$ cat config.mk
export PLATFORM = sky130hd
export DESIGN_NAME = imem_ctrl
export DESIGN_NICKNAME = d
export VERILOG_FILES = /design/src/rtl/imem_ctrl_pkg.sv /design/src/rtl/imem_ctrl_fetch_skid_buf.sv /design/src/rtl/imem_ctrl.sv
export SDC_FILE = /design/constraint.sdc
export NUM_CORES = 1
export LEC_CHECK = 0
export CORE_MARGIN = 3
export CORE_UTILIZATION = 40
export CTS_BUF_LIST = sky130_fd_sc_hd__clkbuf_8
export DETAILED_ROUTE_END_ITERATION = 8
export PLACE_DENSITY = 0.66
export SKIP_LAST_GASP = 1
export SLEW_MARGIN = 20
export SYNTH_ARGS = -nofsm -noshare
export SYNTH_HDL_FRONTEND = slang
export SYNTH_SLANG_ARGS = --single-unit
$ cat constraint.sdc
create_clock -name clock -period 5.95 [get_ports clock]
set_input_delay 0.8925 -clock clock [delete_from_list [all_inputs] [get_ports clock]]
set_output_delay 0.8925 -clock clock [all_outputs]
set_load 0.05 [all_outputs]
$ cat src/rtl/imem_ctrl_pkg.sv
// Shared types and constants for the instruction-memory load/fetch controller.
// The range helper is used by the fetch issue logic before every read.
package imem_ctrl_pkg;

  typedef enum logic [1:0] {
    ST_LOAD  = 2'd0,
    ST_TURN  = 2'd1,
    ST_FETCH = 2'd2,
    ST_ERROR = 2'd3
  } state_t;

  localparam logic        MEM_RW_WRITE            = 1'b0;
  localparam logic        MEM_RW_READ             = 1'b1;
  localparam logic [31:0] DEFAULT_PC_BASE_ADDR    = 32'h8002_0000;
  localparam int          DEFAULT_MEM_DEPTH_WORDS = 1024;
  localparam int          WORD_BYTES              = 4;

  // PCs below the base wrap to huge offsets, so one unsigned compare covers both ends.
  function automatic logic fetch_addr_bad(input logic [31:0] pc,
                                          input logic [31:0] base,
                                          input logic [31:0] mem_bytes);
    logic [31:0] offset;
    offset = pc - base;
    return (offset >= mem_bytes) || (pc[1:0] != 2'b00);
  endfunction

endpackage

$ cat src/rtl/imem_ctrl_fetch_skid_buf.sv
// One-entry holding register (instruction word + its PC) used when decode stalls
// while a read is already on its way back from memory.
module register_sync #(
  parameter int WIDTH = 32
) (
  input  logic             clock,
  input  logic             reset,
  input  logic             en,
  input  logic [WIDTH-1:0] d,
  output logic [WIDTH-1:0] q
);

  always_ff @(posedge clock or negedge reset) begin
    if (!reset) begin
      q <= '0;
    end else if (en) begin
      q <= d;
    end
  end

endmodule

module fetch_skid_buf #(
  parameter int WIDTH = 32
) (
  input  logic             clock,
  input  logic             reset,
  input  logic             load,
  input  logic             clear,
  input  logic [WIDTH-1:0] data_in,
  input  logic [31:0]      pc_in,
  output logic             valid,
  output logic [WIDTH-1:0] data,
  output logic [31:0]      pc
);

  logic take;
  logic valid_d;

  // Clear wins over load so a redirect can never leave a stale entry behind.
  assign take    = load && !clear;
  assign valid_d = take;

  register_sync #(.WIDTH(1)) u_valid (
    .clock (clock),
    .reset (reset),
    .en    (load || clear),
    .d     (valid_d),
    .q     (valid)
  );

  register_sync #(.WIDTH(WIDTH)) u_data (
    .clock (clock),
    .reset (reset),
    .en    (take),
    .d     (data_in),
    .q     (data)
  );

  register_sync #(.WIDTH(32)) u_pc (
    .clock (clock),
    .reset (reset),
    .en    (take),
    .d     (pc_in),
    .q     (pc)
  );

endmodule

$ cat src/rtl/imem_ctrl.sv
// Instruction memory sequencer: loads a program into the single-port memory,
// then streams instructions to decode in program order with stall and redirect.
module imem_ctrl
  import imem_ctrl_pkg::*;
#(
  parameter logic [31:0] PC_BASE_ADDR    = DEFAULT_PC_BASE_ADDR,
  parameter int          MEM_DEPTH_WORDS = DEFAULT_MEM_DEPTH_WORDS
) (
  input  logic        clock,
  input  logic        reset,
  input  logic        ld_valid,
  input  logic [31:0] ld_data,
  output logic        ld_ready,
  input  logic        ld_done,
  output logic [31:0] ld_count,
  input  logic        fetch_stall,
  input  logic        redirect_valid,
  input  logic [31:0] redirect_pc,
  output logic [31:0] instr,
  output logic [31:0] instr_pc,
  output logic        instr_valid,
  output logic [31:0] pc,
  output logic        err,
  output logic [31:0] mem_addr,
  output logic [31:0] mem_data_in,
  output logic        mem_rw,
  output logic        mem_en,
  input  logic [31:0] mem_data_out
);

  localparam int          PTR_W     = $clog2(MEM_DEPTH_WORDS + 1);
  localparam logic [31:0] MEM_BYTES = 32'(MEM_DEPTH_WORDS * WORD_BYTES);

  state_t             state;
  state_t             next_state;
  logic [PTR_W-1:0]   wr_ptr;
  logic               inflight;
  logic [31:0]        inflight_pc;
  logic [31:0]        fetch_offset;

  logic               skid_valid;
  logic [31:0]        skid_data;
  logic [31:0]        skid_pc;
  logic               skid_load;
  logic               skid_clear;

  logic               accept;
  logic               issue;
  logic               range_fault;
  logic               redirect_take;
  logic               consume;
  logic               out_from_skid;
  logic               out_from_mem;
  logic               out_clear;

  always_ff @(posedge clock or negedge reset) begin
    if (!reset) begin
      state <= ST_LOAD;
    end else begin
      state <= next_state;
    end
  end

  always_comb begin
    next_state    = state;
    ld_ready      = 1'b0;
    accept        = 1'b0;
    issue         = 1'b0;
    range_fault   = 1'b0;
    redirect_take = 1'b0;
    out_from_skid = 1'b0;
    out_from_mem  = 1'b0;
    out_clear     = 1'b0;
    skid_load     = 1'b0;
    skid_clear    = 1'b0;
    fetch_offset  = pc - PC_BASE_ADDR;
    consume       = instr_valid && !fetch_stall;

    case (state)
      ST_LOAD: begin
        ld_ready = reset && (wr_ptr < PTR_W'(MEM_DEPTH_WORDS));
        accept   = ld_valid && ld_ready;
        if (ld_done) begin
          next_state = ST_TURN;
        end
      end
      ST_TURN: begin
        next_state = ST_FETCH;
      end
      ST_FETCH: begin
        // A returning read with a stalled full output must land in the skid, so hold off.
        if (redirect_valid) begin
          redirect_take = 1'b1;
        end else if (!skid_valid && !(inflight && instr_valid && fetch_stall)) begin
          if (fetch_addr_bad(pc, PC_BASE_ADDR, MEM_BYTES)) begin
            range_fault = 1'b1;
            next_state  = ST_ERROR;
          end else begin
            issue = 1'b1;
          end
        end
      end
      default: begin
        next_state = ST_ERROR;
      end
    endcase

    // Output register refill keeps running in ERROR so held words still drain.
    if (redirect_take) begin
      out_clear  = 1'b1;
      skid_clear = 1'b1;
    end else if (consume || !instr_valid) begin
      if (skid_valid) begin
        out_from_skid = 1'b1;
        skid_clear    = 1'b1;
      end else if (inflight) begin
        out_from_mem = 1'b1;
      end else begin
        out_clear = 1'b1;
      end
    end else if (inflight) begin
      skid_load = 1'b1;
    end
  end

  always_ff @(posedge clock or negedge reset) begin
    if (!reset) begin
      wr_ptr      <= '0;
      ld_count    <= '0;
      pc          <= PC_BASE_ADDR;
      inflight    <= 1'b0;
      inflight_pc <= '0;
      err         <= 1'b0;
      mem_addr    <= '0;
      mem_data_in <= '0;
      mem_rw      <= MEM_RW_READ;
      mem_en      <= 1'b0;
      instr       <= '0;
      instr_pc    <= '0;
      instr_valid <= 1'b0;
    end else begin
      case (state)
        ST_LOAD: begin
          if (accept) begin
            mem_en      <= 1'b1;
            mem_rw      <= MEM_RW_WRITE;
            mem_addr    <= 32'(wr_ptr) * 32'(WORD_BYTES);
            mem_data_in <= ld_data;
            wr_ptr      <= wr_ptr + PTR_W'(1);
            ld_count    <= ld_count + 32'd1;
          end else begin
            mem_en <= 1'b0;
          end
        end
        ST_TURN: begin
          mem_en <= 1'b0;
          mem_rw <= MEM_RW_READ;
          pc     <= PC_BASE_ADDR;
        end
        ST_FETCH: begin
          if (redirect_take) begin
            pc       <= redirect_pc;
            mem_en   <= 1'b0;
            inflight <= 1'b0;
          end else if (issue) begin
            mem_en      <= 1'b1;
            mem_rw      <= MEM_RW_READ;
            mem_addr    <= fetch_offset;
            inflight    <= 1'b1;
            inflight_pc <= pc;
            pc          <= pc + 32'(WORD_BYTES);
          end else begin
            mem_en   <= 1'b0;
            inflight <= 1'b0;
            if (range_fault) begin
              err <= 1'b1;
            end
          end
        end
        default: begin
          mem_en   <= 1'b0;
          inflight <= 1'b0;
        end
      endcase

      if (out_from_skid) begin
        instr       <= skid_data;
        instr_pc    <= skid_pc;
        instr_valid <= 1'b1;
      end else if (out_from_mem) begin
        instr       <= mem_data_out;
        instr_pc    <= inflight_pc;
        instr_valid <= 1'b1;
      end else if (out_clear) begin
        instr_valid <= 1'b0;
      end
    end
  end

  fetch_skid_buf #(.WIDTH(32)) u_skid (
    .clock   (clock),
    .reset   (reset),
    .load    (skid_load),
    .clear   (skid_clear),
    .data_in (mem_data_out),
    .pc_in   (inflight_pc),
    .valid   (skid_valid),
    .data    (skid_data),
    .pc      (skid_pc)
  );

endmodule

After elaboration in Yosys (flattened, before gate mapping)
Index checks and enable logic that the tools add are counted.
{ "op_classes": {"muxes": 54, "bitwise": 2, "n_reduce_logical": 30, "magnitude_cmp": 2, "n_eq_ne": 10, "addsub": 4} }
{ "op_table": {"columns": ["op", "count"], "rows": [
  ["$mux 32", 9],
  ["$pmux 32 s2", 2],
  ["$mux 1", 35],
  ["$add 32x1->32 const B", 1],
  ["$add 32x3->32 const B", 1],
  ["$ge 32x13->1 const B", 1],
  ["$sub 32x32->32 const B", 1],
  ["$reduce_and 4->1", 4],
  ["$ne 2x2->1 const B", 7],
  ["$add 11x1->11 const B", 1],
  ["$lt 11x11->1 const B", 1],
  ["$mux 2", 4],
  ["$reduce_bool 2->1", 4],
  ["$logic_and 1x1->1", 7],
  ["$pmux 2 s3", 1],
  ["$reduce_bool 3->1", 2],
  ["$logic_not 1->1", 5],
  ["$pmux 1 s2", 2],
  ["$reduce_and 2->1", 2],
  ["$logic_or 1x1->1", 3],
  ["$ne 3x3->1 const B", 1],
  ["$pmux 1 s3", 1],
  ["$reduce_and 3->1", 1],
  ["$eq 2x1->1 const B", 1],
  ["4 further kinds", 5]
]} }
{ "totals": {"wordCells": 119, "inputBits": 102, "output_inout_bits": 197, "regBits": 307} }

Depth between registers and ports, before layout
{ "logic_depth": {"depth_word": 10, "ltp_mapped": 11, "depth_no_buf": 8} }

By module
From an unflattened synthesis, not the netlist that was laid out.
{ "hier_totals": {"hier_cells": 1039, "area_unflattened_um2": 13256.5} }
{ "by_module_without_submodules": {"columns": ["module", "n_inst", "cells_per_inst", "area_per_inst_um2", "seq_area_each_um2"], "rows": [
  ["imem_ctrl", 1, 899, 10513.8, 6059.6],
  ["register_sync (u_skid.u_data ...)", 2, 68, 1345.0, 800.8],
  ["register_sync (u_skid.u_valid)", 1, 2, 40.0, 25.0],
  ["fetch_skid_buf", 1, 2, 12.5, 0.0]
]} }

Least setup slack after synthesis
Ideal clock, no wire load.
{ "synth_timing": {"path_kind": "reg2reg", "start": "register pc[17]", "end": "register pc[3]", "arrival_time_ns": 3.053, "t_required_ns": 5.871, "path_stages_with_launch": 11, "n_path_buf": 2, "setup_time_ns": 0.079, "setup_slack_ns": 2.817, "period_less_slack_ns": 3.133, "cell_sequence": "dfstp_2 > buf_2 > inv_1 > ha_1 > buf_2 > or2_0 > a211o_1 > a2111oi_4 > nand4_4 > o31ai_4 > mux2i_1"} }
{ "synth_between": {"elab_chain_len": 9} }
{ "synth_rtl": {"columns": ["element", "line_no", "text"], "rows": [
  ["start, declared", "imem_ctrl.sv:22", "output logic [31:0] pc,"],
  ["start signal, assigned", "imem_ctrl.sv:162", "pc <= redirect_pc;"],
  ["start signal, assigned", "imem_ctrl.sv:171", "pc <= pc + 32'(WORD_BYTES);"],
  ["$sub 32x32->32", "imem_ctrl_pkg.sv:23", "offset = pc - base;"],
  ["$ge 32x13->1", "imem_ctrl_pkg.sv:24", "return (offset >= mem_bytes) || (pc[1:0] != 2'b00);"],
  ["$logic_or 1x1->1", "imem_ctrl_pkg.sv:24", null],
  ["$mux 1", "imem_ctrl.sv:95", "if (fetch_addr_bad(pc, PC_BASE_ADDR, MEM_BYTES)) begin"],
  ["$mux 1", "imem_ctrl.sv:94", "end else if (!skid_valid && !(inflight && instr_valid && fetch_stall)) begin"],
  ["$mux 1", "imem_ctrl.sv:92", "if (redirect_valid) begin"],
  ["$mux 1", "imem_ctrl.sv:79", "case (state)"],
  ["$ne 3x3->1 (no source line)", null, null],
  ["$reduce_and 2->1 (no source line)", null, null]
]} }
Every way passes these cells.
A chain may end at the register's enable or synchronous reset.

Worst setup path in the final report
{ "layout_timing": {"start": "register pc[17]", "end": "register inflight_pc[8]"} }
{ "layout_between": {"elab_chain_len": 8} }
{ "layout_rtl": {"columns": ["element", "line_no", "text"], "rows": [
  ["$sub 32x32->32", "imem_ctrl_pkg.sv:23", null],
  ["$ge 32x13->1", "imem_ctrl_pkg.sv:24", null],
  ["$logic_or 1x1->1", "imem_ctrl_pkg.sv:24", null],
  ["$mux 1", "imem_ctrl.sv:95", null],
  ["$mux 1", "imem_ctrl.sv:94", null],
  ["$mux 1", "imem_ctrl.sv:92", null],
  ["$mux 1", "imem_ctrl.sv:79", null],
  ["$reduce_and 3->1 (no source line)", null, null],
  ["end signal, assigned", "imem_ctrl.sv:170", "inflight_pc <= pc;"],
  ["end, declared", "imem_ctrl.sv:38", "logic [31:0] inflight_pc;"]
]} }
Every way passes these cells.

==> impl_summary.txt <==
----------------------------------------------------
[Critical path]
  Worst-path cell with the longest stage delay ... sky130_fd_sc_hd__dfstp_2
  Critical Path Fanout Max ... 34
  Largest stage delay on the critical path ... 0.68 ns
  Ordered list of cells on the worst path ... inv_1 > ha_1 > nor3b_1 > o2111a_1 > o22ai_1 > and4_1 > nand3_4 > mux2_2
  Critical path's top delay family ... simple AND/OR/NAND/NOR gates
  Critical path class ... reg -> reg
  Buffers and inverters on the worst path ... 1
  Worst setup EP type ... flop
  Worst Path Required ... 6.41 ns
  Launching element type of the critical path ... flop
  Critical Path AT ... 4.06 ns

[Drt]
  Remaining antenna violation count after routing ... 0
  Average detailed-routed wire length per instance ... 18.70 um
  Iter 0 DRT Violations ... 849
  Via count ... 11023
  Total wire length ... 38020 um
  Via-per-instance ratio ... 5.422
  Count of unresolved DRC violations after routing ... 0
  Router iterations before antenna repair ... 5

[Clock network]
  CTS clock-pin slew for the worst setup and hold paths ... 0.06 ns
  Hold buffers post-CTS ... 0
  Total setup buffers inserted after CTS ... 0
  Max Buffers Root-to-Sink ... 3
  Insertion delay to the later sink of the worst-skew pair ... 0.58 ns
  Number of sinks handled by clock tree synthesis ... 307
  Clock buffer count from CTS ... 52
  Clock tree from TritonCTS ... done
  Clk root buf ... sky130_fd_sc_hd__clkbuf_8
  Max H-tree Level ... 2
  Post-cts gate resize count ... 0

[Logic synthesis]
  Synthesized Nets ... 1382
  Cell count after synthesis ... 1269
  Post-synthesis cell area ... 13540 um2
  Per-instance average area after synthesis ... 10.67 um2
  Count of flip-flops with a built-in enable after synthesis ... 0
  Seq cells post-synth ... 307
  Netlist cell types ... 75
  Async set-reset flop share out of synthesis ... 100.0%
  Synthesis Warnings ... 0
  Portion of the post-synthesis area used by sequential elements ... 56.77%
  Most used DFF post-synth ... sky130_fd_sc_hd__dfrtp_1

[Pwr]
  Static leakage ... 8.109 nW
  Worst VDD drop ... 0.0002148 V
  Total power density per cell area ... 332.9 nW/um2

[STA]
  Transition time at the pin with the least slew margin ... 0.9592 ns
  RSZ-0062 raised after global routing ... no
  Final Cycle Share ... 60.51%
  Final Hold Slack ... 0.2825 ns
  Final Hold Vio Count ... 0
  Worst Slack Setup Final ... 2.350 ns
  Final clock skew ... 0.01421 ns
  Minimum clock period ... 3.600 ns
  Max frequency ... 0.2777 GHz
  Slew HR ... 35.47%
  Max Slew Vio Count ... 0
  Final-report setup violation count ... 0
  Setup Total Neg Slack ... 0 ns

[Floorplan]
  Initial Util ... 41.09%
  Y dimension of the die ... 190.0 um
  # IOs ... 299
  Core ar. ... 32950 um2
  Area of the die ... 36090 um2
  Site row count ... 66
  X dimension of the die ... 190.0 um

[Place]
  Final weighted congestion in routability-driven placement ... 0.8335
  Pre-CTS WS ... 2.220 ns
  Post-placement cell count ... 1942
  Standard cell area after detailed placement ... 16900 um2
  Port Buffers ... 298
  DP Wirelength ... 24930 um

[Hold path]
  Min-delay worst type ... in -> async

[Layout]
  Footprint of the multi-input gates ... 5441 um2
  # diodes ... 0
  Fraction of final layout cells with drive strength greater than 1 ... 12.51%
  Area growth from synthesis to layout ... 32.87%
  Commonest cells after routing, fill and taps aside ... 304 x sky130_fd_sc_hd__dfrtp_1, 297 x sky130_fd_sc_hd__clkdlybuf4s50_1, 225 x sky130_fd_sc_hd__nand2_1, 80 x sky130_fd_sc_hd__o21ai_0, 77 x sky130_fd_sc_hd__mux2_2
  Fin area ... 17990 um2
  Count of non-filler cells in the finished layout ... 2033
  NumNets Final ... 1667
  Most frequent standard cell in the layout excluding fill and tap cells ... sky130_fd_sc_hd__dfrtp_1
  Seq. cell area ... 7686 um2
  Total of fill cells in the finished design ... 2860

[GRT]
  Overall track demand over capacity in global routing ... 20.47%
  Number of global-route vias before repair ... 10727
  Antenna violations before repair ... 0
  Wire length of the first global-routing pass ... 60120 um
  Largest net degree at the start of global routing ... 164
  Congestion Overflow GR ... 0

[Run status]
  Run status ... complete, no violations

[Job]
  Reported max-cap violation count ... 0

----------------------------------------------------
[flip-flops by register name (all words and copies together) (netlist names), 2 cells and up]
| register | count |
|---|---|
| inflight_pc | 32 |
| instr | 32 |
| instr_pc | 32 |
| ld_count | 32 |
| mem_addr | 32 |
| mem_data_in | 32 |
| pc | 32 |
| state | 2 |
| u_skid.u_data.q | 32 |
| u_skid.u_pc.q | 32 |
| wr_ptr | 11 |
[Yosys cell counts (5+ instances only)]
cell / instances / area share [%]
sky130_fd_sc_hd__o22a_1: 7 / 0.45
sky130_fd_sc_hd__and3_1: 15 / 0.69
sky130_fd_sc_hd__buf_1: 9 / 0.25
sky130_fd_sc_hd__o41ai_1: 5 / 0.32
sky130_fd_sc_hd__a31o_2: 5 / 0.32
sky130_fd_sc_hd__nor3b_1: 5 / 0.28
sky130_fd_sc_hd__nor2_1: 36 / 1.0
sky130_fd_sc_hd__inv_1: 24 / 0.67
sky130_fd_sc_hd__a31oi_1: 5 / 0.23
sky130_fd_sc_hd__clkbuf_1: 63 / 1.7
sky130_fd_sc_hd__nand4_1: 15 / 0.69
sky130_fd_sc_hd__nand2_1: 225 / 6.2
sky130_fd_sc_hd__o21ai_0: 81 / 3.0
sky130_fd_sc_hd__nor3_1: 20 / 0.74
sky130_fd_sc_hd__nand3_1: 46 / 1.7
sky130_fd_sc_hd__and2_1: 22 / 1.0
sky130_fd_sc_hd__dfrtp_1: 304 / 56
sky130_fd_sc_hd__o211ai_1: 14 / 0.78
sky130_fd_sc_hd__nor4_1: 10 / 0.46
sky130_fd_sc_hd__ha_1: 11 / 1.0
sky130_fd_sc_hd__o31ai_1: 6 / 0.33
sky130_fd_sc_hd__nand2b_1: 8 / 0.37
sky130_fd_sc_hd__o22ai_1: 70 / 3.2
sky130_fd_sc_hd__a32o_1: 5 / 0.37
sky130_fd_sc_hd__o311a_1: 7 / 0.52
sky130_fd_sc_hd__buf_2: 7 / 0.26
sky130_fd_sc_hd__mux2_2: 77 / 6.4
sky130_fd_sc_hd__a21oi_1: 13 / 0.48
sky130_fd_sc_hd__o221ai_1: 6 / 0.39
sky130_fd_sc_hd__a21boi_0: 22 / 1.2
sky130_fd_sc_hd__xor2_1: 20 / 1.3
sky130_fd_sc_hd__xnor2_1: 21 / 1.4
sky130_fd_sc_hd__and4_1: 5 / 0.32
sky130_fd_sc_hd__a221oi_1: 7 / 0.45
[power breakdown]
group	total [mW]	internal [mW]	leakage, nW	switching [mW]
Combinational	1.55	0.546	3.39	0.999
Sequential	2.51	2.27	4.11	0.237
Clock	1.93	1.07	0.607	0.859
[routing by layer]
metal	part of all wire [%]	global-route usage, %
met2	45	31.33
met5	0	0
met1	43	28.54
met3	9.2	6.136
met4	2.2	5.345
[kinds of logic after synthesis]
group,Yosys count,synth area share (%)
compound gates,293,14.83
xor+xnor,41,2.652
fa+ha+maj,11,1.017
buf+inv,107,3.170
flops,307,56.77
mux,80,6.626
simple gates,430,14.93
[per-stage QoR]
stage | util (%) | power, mW
6_report | 54.60 | 5.989
5_1_grt | 54.60 | 6.272
4_1_cts | 54.60 | 6.051
3_5_place_dp | 51.29 | 4.091
3_3_place_gp | 51.29 | 4.073
2_1_floorplan | - | 3.466
[path summary, 6_finish.rpt]
check                                startpoint                to  slack (ns)  cells after the start
worst max-delay path                     pc[17]    inflight_pc[8]        2.35                      8
worst min-delay path                      reset      instr_pc[25]        0.28                      1
worst max register to register           pc[17]    inflight_pc[8]        2.35                      8
worst min register to register  mem_data_in[16]   mem_data_in[16]        0.47                      2
max in group asynchronous                 reset  u_skid.u_pc.q[6]        3.55                      3
min in group clock              mem_data_in[16]   mem_data_in[16]        0.47                      2
[area by class of cell]
cell class	instances	share of cell area [%]
tap	442	3.074
timing repair buffer	313	17.37
multi-input combinational	855	30.25
inverter	25	0.5216
clock buffer	72	5.508
sequential	307	42.72
clock inverter	19	0.5494
No activity file was read; power rests on OpenSTA's default activity.
